===== src/rtl/eedc_pkg.sv =====
// eedc_pkg: shared code constants, error codes and single-error-correcting decode helpers.
package eedc_pkg;
  localparam int CW_W = 11;
  localparam int DATA_W = 7;
  localparam int SYN_W = 4;
  localparam logic [DATA_W-1:0][SYN_W-1:0] COLS = {4'b0111, 4'b1100, 4'b1010, 4'b1001, 4'b0110, 4'b0101, 4'b0011};
  typedef enum logic [1:0] {ERR_CLEAN, ERR_CHK, ERR_DATA, ERR_UNCORR} err_e;
  typedef struct packed {
    err_e err;
    logic [DATA_W-1:0] data;
  } dec_t;
  function automatic logic [SYN_W-1:0] syndrome(input logic [CW_W-1:0] cw);
    logic [SYN_W-1:0] s;
    s = cw[SYN_W-1:0];
    for (int j = 0; j < DATA_W; j++) s ^= cw[SYN_W+j] ? COLS[j] : '0;
    return s;
  endfunction
  function automatic dec_t correct(input logic [CW_W-1:0] cw);
    dec_t r;
    logic [SYN_W-1:0] s;
    s = syndrome(cw);
    r.data = cw[CW_W-1:SYN_W];
    r.err = s == '0 ? ERR_CLEAN : $onehot(s) ? ERR_CHK : ERR_UNCORR;
    for (int j = 0; j < DATA_W; j++)
      if (s == COLS[j]) begin
        r.data = r.data ^ (DATA_W'(1) << j);
        r.err = ERR_DATA;
      end
    return r;
  endfunction
endpackage


===== src/rtl/eedc_decode_sched_rr_arbiter.sv =====
// eedc_rr_arbiter: round-robin arbiter; search starts at ptr and ptr moves past each accepted winner.
module eedc_rr_arbiter #(
  parameter int NUM_REQ = 4,
  parameter int ID_W = 2
) (
  input  logic               clk,
  input  logic               rst,
  input  logic [NUM_REQ-1:0] req,
  input  logic               en,
  output logic [NUM_REQ-1:0] grant,
  output logic [ID_W-1:0]    idx
);
  logic [ID_W-1:0] ptr;
  logic [ID_W:0] pos;
  logic found;
  always_comb begin
    found = 1'b0;
    idx = '0;
    pos = '0;
    for (int k = 0; k < NUM_REQ; k++) begin
      pos = {1'b0, ptr} + (ID_W+1)'(k);
      pos = pos >= (ID_W+1)'(NUM_REQ) ? pos - (ID_W+1)'(NUM_REQ) : pos;
      if (!found && req[pos[ID_W-1:0]]) begin
        found = 1'b1;
        idx = pos[ID_W-1:0];
      end
    end
  end
  assign grant = (en && found) ? NUM_REQ'(1) << idx : '0;
  // explicit wrap keeps non-power-of-two requester counts in range
  always_ff @(posedge clk)
    if (rst) ptr <= '0;
    else if (en && found) ptr <= idx == ID_W'(NUM_REQ - 1) ? '0 : idx + ID_W'(1);
endmodule


===== src/rtl/eedc_decode_sched.sv =====
// eedc_decode_sched: shared two-stage SEC decoder with round-robin intake and tagged responses.
// Error statistics counters are built only when EEDC_SCHED_STATS_EN is defined.
module eedc_decode_sched
  import eedc_pkg::*;
#(
  parameter int NUM_REQ = 4,
  parameter int ID_W = 2,
  parameter int CNT_W = 16
) (
  input  logic                    clk,
  input  logic                    rst,
  input  logic [NUM_REQ-1:0]      req_valid,
  output logic [NUM_REQ-1:0]      req_ready,
  input  logic [NUM_REQ*CW_W-1:0] req_data,
  output logic                    rsp_valid,
  input  logic                    rsp_ready,
  output logic [ID_W-1:0]         rsp_id,
  output logic [DATA_W-1:0]       rsp_data,
  output logic [1:0]              rsp_err,
  input  logic                    clr_cnt,
  output logic [CNT_W-1:0]        cnt_corr,
  output logic [CNT_W-1:0]        cnt_uncorr
);
  logic [CW_W-1:0] words [NUM_REQ];
  logic [CW_W-1:0] s1_cw;
  logic [ID_W-1:0] s1_id, gidx;
  logic s1_valid, adv, s1_load;
  dec_t dec;
  for (genvar i = 0; i < NUM_REQ; i++) assign words[i] = req_data[CW_W*i +: CW_W];
  assign adv = ~rsp_valid | rsp_ready;
  assign s1_load = (adv | ~s1_valid) & ~rst;
  assign dec = correct(s1_cw);
  eedc_rr_arbiter #(.NUM_REQ(NUM_REQ), .ID_W(ID_W)) u_arb (
    .clk(clk),
    .rst(rst),
    .req(req_valid),
    .en(s1_load),
    .grant(req_ready),
    .idx(gidx)
  );
  always_ff @(posedge clk)
    if (rst) begin
      s1_valid <= 1'b0;
      s1_cw <= '0;
      s1_id <= '0;
      rsp_valid <= 1'b0;
      rsp_id <= '0;
      rsp_data <= '0;
      rsp_err <= ERR_CLEAN;
    end else begin
      if (s1_load) begin
        s1_valid <= |req_ready;
        s1_cw <= words[gidx];
        s1_id <= gidx;
      end
      if (adv) begin
        rsp_valid <= s1_valid;
        rsp_id <= s1_id;
        rsp_data <= dec.data;
        rsp_err <= dec.err;
      end
    end
`ifdef EEDC_SCHED_STATS_EN
  logic hs;
  assign hs = rsp_valid & rsp_ready;
  // codes 01/10 count as corrected, 11 as uncorrectable
  always_ff @(posedge clk)
    if (rst || clr_cnt) begin
      cnt_corr <= '0;
      cnt_uncorr <= '0;
    end else if (hs) begin
      if ((rsp_err[0] ^ rsp_err[1]) && !(&cnt_corr)) cnt_corr <= cnt_corr + CNT_W'(1);
      if ((&rsp_err) && !(&cnt_uncorr)) cnt_uncorr <= cnt_uncorr + CNT_W'(1);
    end
`else
  logic unused_clr;
  assign unused_clr = clr_cnt;
  assign cnt_corr = '0;
  assign cnt_uncorr = '0;
`endif
endmodule


===== config.mk =====
export PLATFORM = sky130hd
export DESIGN_NAME = eedc_decode_sched
export DESIGN_NICKNAME = d
export VERILOG_FILES = /design/src/rtl/eedc_pkg.sv /design/src/rtl/eedc_decode_sched_rr_arbiter.sv /design/src/rtl/eedc_decode_sched.sv
export SDC_FILE = /design/constraint.sdc
export NUM_CORES = 1
export LEC_CHECK = 0
export CAP_MARGIN = 20
export CORE_ASPECT_RATIO = 0.7
export CORE_MARGIN = 5
export CORE_UTILIZATION = 35
export DETAILED_ROUTE_END_ITERATION = 6
export PLACE_DENSITY = 0.72
export SLEW_MARGIN = 15
export SYNTH_ARGS = -nofsm -noshare
export SYNTH_HDL_FRONTEND = slang
export SYNTH_SLANG_ARGS = --single-unit
export TNS_END_PERCENT = 100

===== constraint.sdc =====
create_clock -name clk -period 2.8 [get_ports clk]
set_input_delay 0.28 -clock clk [delete_from_list [all_inputs] [get_ports clk]]
set_output_delay 0.28 -clock clk [all_outputs]
set_load 0.01 [all_outputs]

* Yosys cells after proc, flatten, opt, wreduce, memory -nomap -nowiden
Cells that the tools add are included.
** Word-level totals
- Word-level logic and storage cells :: 109
- Flip-flop bits (word level) :: 28
- Input bits :: 52
- Output and inout bits :: 48
** Cells by class
- Multiplexer cells :: 41
- Reduce and logical (&&, ||, !) cells :: 9
- $add $sub $neg :: 11
- $lt $le $gt $ge :: 9
- Equality and inequality tests :: 9
- Bitwise logic cells :: 21
- Shift operators :: 1
** Operators by type and width (number)
- $mux W9 :: 7
- $mux W2 :: 12
- $bmux W11 S2 :: 1
- $mux W11 :: 2
- $mux W4 :: 4
- $eq A4 B3 Y1 const B :: 3
- $eq A4 B4 Y1 const B :: 3
- $ge A3 B3 Y1 const B :: 4
- $lt A2 B3 Y1 const B :: 4
- $xor A4 B3 Y4 :: 3
- $xor A4 B4 Y4 :: 3
- $not A1 Y1 :: 10
- $mux W3 :: 3
- $bmux W1 S2 :: 4
- $mux W1 :: 8
- $sub A2 B1 Y2 const B :: 4
- $add A2 B2 Y3 const B :: 2
- $add A1 B1 Y2 :: 2
- $eq A4 B2 Y1 const B :: 1
- $logic_and A1 B1 Y1 :: 4
- $logic_not A4 Y1 :: 1
- $reduce_or A4 Y1 :: 1
- $shl A1 B2 Y4 const A :: 1
- $xor A4 B2 Y4 :: 1
- 10 further kinds :: 13

* Depth between registers and ports, before layout
- Depth after elaboration :: 26
- Depth in mapped cells :: 11
- Mapped depth without buffers :: 9

* Hierarchy
Synthesis repeated with hierarchy kept, for this count alone.
** Unflattened totals
- Cells, all modules :: 225
- Area, all modules :: 2077.0 um2
** Modules (own cells, without submodules)
- eedc_decode_sched :: area each 1830.5 um2, cells each 195, sequential area each 520.5 um2, instances 1
- eedc_rr_arbiter :: area each 246.5 um2, cells each 30, sequential area each 40.0 um2, instances 1

* Worst setup path before layout
No wires, ideal clock.
- Kind :: register to register
- From :: register s1_cw[5]
- To :: register rsp_err[1]
- Buffers on the path :: 0
- Cell stages (with the launch flop) :: 10
- Required time :: 2.663 ns
- Slack :: 0.330 ns
- Arrival time :: 2.333 ns
- Setup time :: 0.137 ns
- Cells stage by stage :: dfxtp_1 > xnor3_2 > xnor2_4 > fa_1 > ha_1 > ha_1 > nor2_1 > nand2_1 > o41ai_1 > a31oi_1
** On the way
- Cells in the longest elaborated chain, start to end :: 19
- Elaborated cells between the ends (all ways) :: 28
- Those cells by class :: add/sub (3); eq/ne (8); mux (10); bitwise (6); reduce/logical (1)
** RTL lines
- start, declared :: RTL line eedc_decode_sched.sv:25 : logic [CW_W-1:0] s1_cw;
- start signal, assigned :: RTL line eedc_decode_sched.sv:53 : s1_cw <= words[gidx];
- $mux W3 * :: RTL line eedc_pkg.sv:15 : for (int j = 0; j < DATA_W; j++) s ^= cw[SYN_W+j] ? COLS[j] : '0;
- $xor A4 B3 Y4 * (2 in a row) :: RTL line eedc_pkg.sv:15
- $xor A4 B4 Y4 * (3 in a row) :: RTL line eedc_pkg.sv:15
- $xor A4 B3 Y4 * :: RTL line eedc_pkg.sv:15
- $add A1 B1 Y2 (not written as such) :: RTL line eedc_pkg.sv:23 : r.err = s == '0 ? ERR_CLEAN : $onehot(s) ? ERR_CHK : ERR_UNCORR;
- $add A2 B2 Y3 (not written as such) :: RTL line eedc_pkg.sv:23
- $eq A3 B1 Y1 :: RTL line eedc_pkg.sv:23
- $mux W2 (2 in a row) :: RTL line eedc_pkg.sv:23
- $mux W9 (6 in a row) :: RTL line eedc_pkg.sv:25 : if (s == COLS[j]) begin
- $mux W9 * :: RTL line eedc_pkg.sv:25
- end signal, assigned :: RTL line eedc_decode_sched.sv:60 : rsp_err <= dec.err;
- end, declared :: RTL line eedc_decode_sched.sv:19 : output logic [1:0] rsp_err,
Mark *: on every way between the ends. The rest lies on a longest branch, timed or not.
A chain may end at the register's enable or synchronous reset.

* Final worst setup path
- From :: input req_valid[0]
- To :: output req_ready[0]
** On the way
- Cells in the longest elaborated chain, start to end :: 14
- Elaborated cells between the ends (all ways) :: 25
- Those cells by class :: shift (1); mux (17); reduce/logical (7)
** RTL lines
- start, declared :: RTL line eedc_decode_sched.sv:12 : input logic [NUM_REQ-1:0] req_valid,
- $bmux W1 S2 :: RTL line eedc_decode_sched_rr_arbiter.sv:23 : if (!found && req[pos[ID_W-1:0]]) begin
- $mux W1 (not written as such) :: RTL line eedc_decode_sched_rr_arbiter.sv:23
- $mux W1 :: RTL line eedc_decode_sched_rr_arbiter.sv:23
- $logic_not A1 Y1 :: RTL line eedc_decode_sched_rr_arbiter.sv:23
- $logic_and A1 B1 Y1 :: RTL line eedc_decode_sched_rr_arbiter.sv:23
- $mux W1 :: RTL line eedc_decode_sched_rr_arbiter.sv:23
- $logic_not A1 Y1 :: RTL line eedc_decode_sched_rr_arbiter.sv:23
- $logic_and A1 B1 Y1 :: RTL line eedc_decode_sched_rr_arbiter.sv:23
- $mux W1 :: RTL line eedc_decode_sched_rr_arbiter.sv:23
- $logic_not A1 Y1 :: RTL line eedc_decode_sched_rr_arbiter.sv:23
- $logic_and A1 B1 Y1 :: RTL line eedc_decode_sched_rr_arbiter.sv:23
- $mux W2 / $mux W1 (equally long branches) :: RTL line eedc_decode_sched_rr_arbiter.sv:23
- $shl A1 B2 Y4 / $logic_and A1 B1 Y1 (equally long branches) :: RTL line eedc_decode_sched_rr_arbiter.sv:29 : assign grant = (en && found) ? NUM_REQ'(1) << idx : '0;
- $mux W4 * :: RTL line eedc_decode_sched_rr_arbiter.sv:29
- end, declared :: RTL line eedc_decode_sched.sv:13 : output logic [NUM_REQ-1:0] req_ready,
Mark *: on every way between the ends. The rest lies on a longest branch, timed or not. The select of a mux whose other input is x is not followed.

==> report_table.html <==
<table>
<tr><th>Metric</th><th>Value</th></tr>
<tr><th colspan="2">CTS</th></tr>
<tr><td>Number of buffers between clock root and the deepest sink</td><td>2</td></tr>
<tr><td>Clock sink count</td><td>28</td></tr>
<tr><td>Number of H-tree levels</td><td>1</td></tr>
<tr><td>Clock tree from TritonCTS</td><td>built</td></tr>
<tr><td>Number of buffers inserted to repair setup after CTS</td><td>0</td></tr>
<tr><td>Clk root buf</td><td>sky130_fd_sc_hd__clkbuf_8</td></tr>
<tr><td>Clock buffers created by TritonCTS</td><td>3</td></tr>
<tr><td>Post-CTS clock slew at the launch and capture registers of the worst setup and hold paths</td><td>~0.090 ns</td></tr>
<tr><td>Clock latency on the worst-skew pair</td><td>between 0.2 and 0.3 ns</td></tr>
<tr><th colspan="2">Setup path</th></tr>
<tr><td>CP required</td><td>approximately 2.5 ns</td></tr>
<tr><td>CP Max Fanout</td><td>4</td></tr>
<tr><td>Worst setup SP type</td><td>primary input</td></tr>
<tr><td>Category of the worst setup path capture point</td><td>primary output</td></tr>
<tr><td>Kind of critical path</td><td>in -&gt; out</td></tr>
<tr><td>Worst endpoint data arrival time</td><td>approximately 2.4 ns</td></tr>
<tr><th colspan="2">Routing</th></tr>
<tr><td>DR pass1 iterations</td><td>4</td></tr>
<tr><td>Number of DRC violations after detailed-routing iteration 0</td><td>84</td></tr>
<tr><td>Post-route antenna net violation count</td><td>0</td></tr>
<tr><td>Overall via count from detail_route</td><td>around 1900</td></tr>
<tr><td>Total routed wirelength</td><td>5.24 mm</td></tr>
<tr><td>Average wire per standard cell</td><td>12.9 µm</td></tr>
<tr><td>Detail-routed via count per cell</td><td>4.69</td></tr>
<tr><td>Post-route DRC</td><td>0</td></tr>
<tr><th colspan="2">Power and ir drop</th></tr>
<tr><td>Post-layout power</td><td>2.02 mW</td></tr>
<tr><td>Portion of total power attributed to sequential cells</td><td>0.267</td></tr>
<tr><td>Clock network fraction of total power</td><td>0.122</td></tr>
<tr><td>Power density normalized to cell area</td><td>between 600 and 700 nW/µm²</td></tr>
<tr><td>Cell internal pwr</td><td>between 1 and 1.5 mW</td></tr>
<tr><td>Leak</td><td>about 1.2 nW</td></tr>
<tr><td>Combinational share of power</td><td>0.611</td></tr>
<tr><td>Switching power share of the total</td><td>0.384</td></tr>
<tr><td>Switch Pwr</td><td>0.777 mW</td></tr>
<tr><td>IR drop worst, VDD</td><td>around 0.34 mV</td></tr>
<tr><th colspan="2">Cells and area</th></tr>
<tr><td>Net count of the finished layout</td><td>389</td></tr>
<tr><td>Layout Cells excl Fill</td><td>~410</td></tr>
<tr><td>Most common cell after layout, fill and taps aside</td><td>sky130_fd_sc_hd__clkdlybuf4s50_1</td></tr>
<tr><td>Final core area utilization</td><td>0.474</td></tr>
<tr><td>Signed area change from the synthesized netlist to the final layout</td><td>31.1%</td></tr>
<tr><td>Post-layout instance area</td><td>approximately 3000 µm²</td></tr>
<tr><td>Commonest cells after routing, fill and taps aside</td><td>66 x sky130_fd_sc_hd__clkdlybuf4s50_1, 33 x sky130_fd_sc_hd__o211ai_1, 32 x sky130_fd_sc_hd__conb_1</td></tr>
<tr><td>Ant. Diodes</td><td>0</td></tr>
<tr><td>Share of final-layout standard cells stronger than drive strength 1</td><td>0.119</td></tr>
<tr><th colspan="2">Timing</th></tr>
<tr><td>Slew Viols, Final</td><td>0</td></tr>
<tr><td>Crit path time final</td><td>roughly 2.6 ns</td></tr>
<tr><td>Number of setup violations in the final report</td><td>0</td></tr>
<tr><td>Slew at the pin closest to its max-slew limit</td><td>around 0.77 ns</td></tr>
<tr><td>Worst Clk Skew</td><td>between 0.004 and 0.005 ns</td></tr>
<tr><td>Fmax achieved</td><td>381 MHz</td></tr>
<tr><td>Hold violation count in the final report</td><td>0</td></tr>
<tr><td>Total negative slack for setup checks</td><td>0 ns</td></tr>
<tr><td>Unrepaired setup endpoints after global routing</td><td>no</td></tr>
<tr><td>Crit share post-route</td><td>0.938</td></tr>
<tr><td>Rel. slew slack</td><td>0.485</td></tr>
<tr><th colspan="2">GRT</th></tr>
<tr><td>Total global routing track utilization</td><td>0.124</td></tr>
<tr><td>Congestion Overflow GR</td><td>0</td></tr>
<tr><td>Global-route wire length before repair</td><td>8.60 mm</td></tr>
<tr><td>Largest net degree at the start of global routing</td><td>29</td></tr>
<tr><td>Vias in the first global route</td><td>about 1800</td></tr>
<tr><td>Number of antenna violations at the first check in global routing</td><td>0</td></tr>
<tr><th colspan="2">Synthesis</th></tr>
<tr><td>Mean post-synth cell area</td><td>around 8.5 µm²</td></tr>
<tr><td>Share of flip-flops with an asynchronous set or reset after synthesis</td><td>0</td></tr>
<tr><td>Part of the Yosys area used for sequential elements</td><td>0.247</td></tr>
<tr><td>Number of flops mapped to enable cells by yosys</td><td>0</td></tr>
<tr><td>Syn Std Cell Area</td><td>roughly 2300 µm²</td></tr>
<tr><td>Synth warnings</td><td>0</td></tr>
<tr><td>Post-synth cell types</td><td>48</td></tr>
<tr><td>Seq cells post-synth</td><td>28</td></tr>
<tr><td>Cells after synthesis</td><td>about 270</td></tr>
<tr><td>Post-synth top area share</td><td>0.247</td></tr>
<tr><td>Most used flip-flop cell after synthesis</td><td>sky130_fd_sc_hd__dfxtp_1</td></tr>
<tr><td>Largest area contributor in the netlist</td><td>sky130_fd_sc_hd__dfxtp_1</td></tr>
<tr><td>Top cells by area in the synthesized netlist</td><td>sky130_fd_sc_hd__dfxtp_1 25%, sky130_fd_sc_hd__o211ai_1 11%, sky130_fd_sc_hd__buf_4 11%, sky130_fd_sc_hd__mux2_2 5.5%, sky130_fd_sc_hd__nor2_1 4.0%</td></tr>
<tr><th colspan="2">Floorplanning</th></tr>
<tr><td>Area of the placeable core</td><td>~6300 µm²</td></tr>
<tr><td>Full die area</td><td>8230 µm²</td></tr>
<tr><td>Chip width</td><td>between 100 and 150 µm</td></tr>
<tr><td>Starting Density</td><td>0.362</td></tr>
<tr><td>Number of ports placed on the die boundary</td><td>100</td></tr>
<tr><td>Die Span Y</td><td>around 77 µm</td></tr>
<tr><td>Number of rows in the core area</td><td>24</td></tr>
<tr><th colspan="2">Placed design</th></tr>
<tr><td>Post-DP HPWL</td><td>4.33 mm</td></tr>
<tr><td>Number of placed instances, taps included</td><td>a little over 400</td></tr>
<tr><td>Post-detailed-placement cell area</td><td>2910 µm²</td></tr>
<tr><td>Placer's final routability congestion estimate</td><td>0.825</td></tr>
<tr><td>Buffers added on ports</td><td>66</td></tr>
<tr><th colspan="2">Worst hold path</th></tr>
<tr><td>Worst hold path type</td><td>reg -&gt; reg</td></tr>
<tr><th colspan="2">Job</th></tr>
<tr><td>Max-cap check violation count</td><td>0</td></tr>
<tr><th colspan="2">Status</th></tr>
<tr><td>Run status</td><td>completed</td></tr>
</table>
## per-layer routing
| layer | vias up | wire length [µm] | global-route usage |
|---|---|---|---|
| li1 | 992 | - | - |
| met1 | 872 | 2400 | 0.159 |
| met2 | 43 | 2520 | 0.219 |
| met3 | 2 | 288 | 0.0249 |
| met4 | 0 | 31 | 0.0194 |
| met5 | - | 0 | 0 |
## logic make-up (layout without fill, tap and decap cells)
kind of cell | after synthesis | in the layout | synth area share
and+or+nand+nor | 70 | 70 | 0.151
AOI/OAI and AO/OA | 68 | 68 | 0.207
adders and majority gates | 7 | 7 | 0.0418
muxes | 14 | 14 | 0.0699
DFF | 28 | 28 | 0.247
buffers and inverters | 61 | 91 | 0.155
other | 1 | 32 | 0.00165
xor gates and xnor gates | 19 | 19 | 0.127
## repair_timing
item | 4_1_cts | 5_1_grt
endpoints found under the setup margin | 0 | 1
hold buffers | 0 | 0
resized for setup | 0 | 1
## sequential cells by signal, summed over array words and instances (netlist names)
signal / count
rsp_err: 2
rsp_valid: 1
u_arb.ptr: 2
s1_valid: 1
s1_id: 2
s1_cw: 11
rsp_id: 2
rsp_data: 7
## area by class of cell
type	instances	area (µm²)
flip-flops and latches	28	561
fillers	597	3300
multi-input cells	210	1500
clock buffers	4	55.1
well taps	78	97.6
repair buffers	73	713
inverters	14	52.6
## cell usage after synthesis (3+ instances only)
| master | n |
|---|---|
| sky130_fd_sc_hd__dfxtp_1 | 28 |
| sky130_fd_sc_hd__xor2_1 | 3 |
| sky130_fd_sc_hd__nand2_1 | 21 |
| sky130_fd_sc_hd__nor2b_1 | 3 |
| sky130_fd_sc_hd__nand2b_1 | 4 |
| sky130_fd_sc_hd__clkbuf_1 | 13 |
| sky130_fd_sc_hd__a21oi_1 | 15 |
| sky130_fd_sc_hd__and2_1 | 5 |
| sky130_fd_sc_hd__ha_1 | 6 |
| sky130_fd_sc_hd__xnor2_1 | 7 |
| sky130_fd_sc_hd__a211oi_1 | 9 |
| sky130_fd_sc_hd__o211ai_1 | 33 |
| sky130_fd_sc_hd__nor3_1 | 3 |
| sky130_fd_sc_hd__inv_1 | 13 |
| sky130_fd_sc_hd__mux2_2 | 11 |
| sky130_fd_sc_hd__buf_4 | 32 |
| sky130_fd_sc_hd__nor2_1 | 24 |
## per-stage QoR
stage | setup slack (ns) | hold WS [ns]
3_5_place_dp | 0.140 | 0.446
2_1_floorplan | 0.330 | 0.432
3_3_place_gp | 0.227 | 0.438
4_1_cts | 0.122 | 0.457
5_1_grt | 0.0304 | 0.470
6_report | 0.175 | 0.453
## final timing paths
check / from / end / slack [ns] / depth (start not counted)
setup / recovery: req_valid[0] / req_ready[0] / 0.17 / 8
hold / removal: rsp_id[0] / rsp_id[0] / 0.45 / 2
setup reg to reg: s1_cw[5] / rsp_err[1] / 0.21 / 9
hold reg to reg: rsp_id[0] / rsp_id[0] / 0.45 / 2
## power groups by stage
stage	sequential [mW]	combinational [mW]	clock [mW]
4_1_cts	0.541	1.23	0.253
5_1_grt	0.553	1.37	0.268
2_1_floorplan	0.560	0.873	0
3_5_place_dp	0.551	1.22	0
6_report	0.540	1.24	0.247
3_3_place_gp	0.550	1.15	0
## critical path, stage by stage
cell	delay, ns
sky130_fd_sc_hd__clkdlybuf4s50_1	0.46
sky130_fd_sc_hd__nor2b_1	0.19
sky130_fd_sc_hd__o21ba_2	0.23
sky130_fd_sc_hd__nor3_2	0.23
sky130_fd_sc_hd__inv_1	0.11
sky130_fd_sc_hd__ha_1	0.23
sky130_fd_sc_hd__and2_1	0.14
sky130_fd_sc_hd__clkdlybuf4s50_1	0.47
Note: power is estimated with default switching activity, not from simulation.
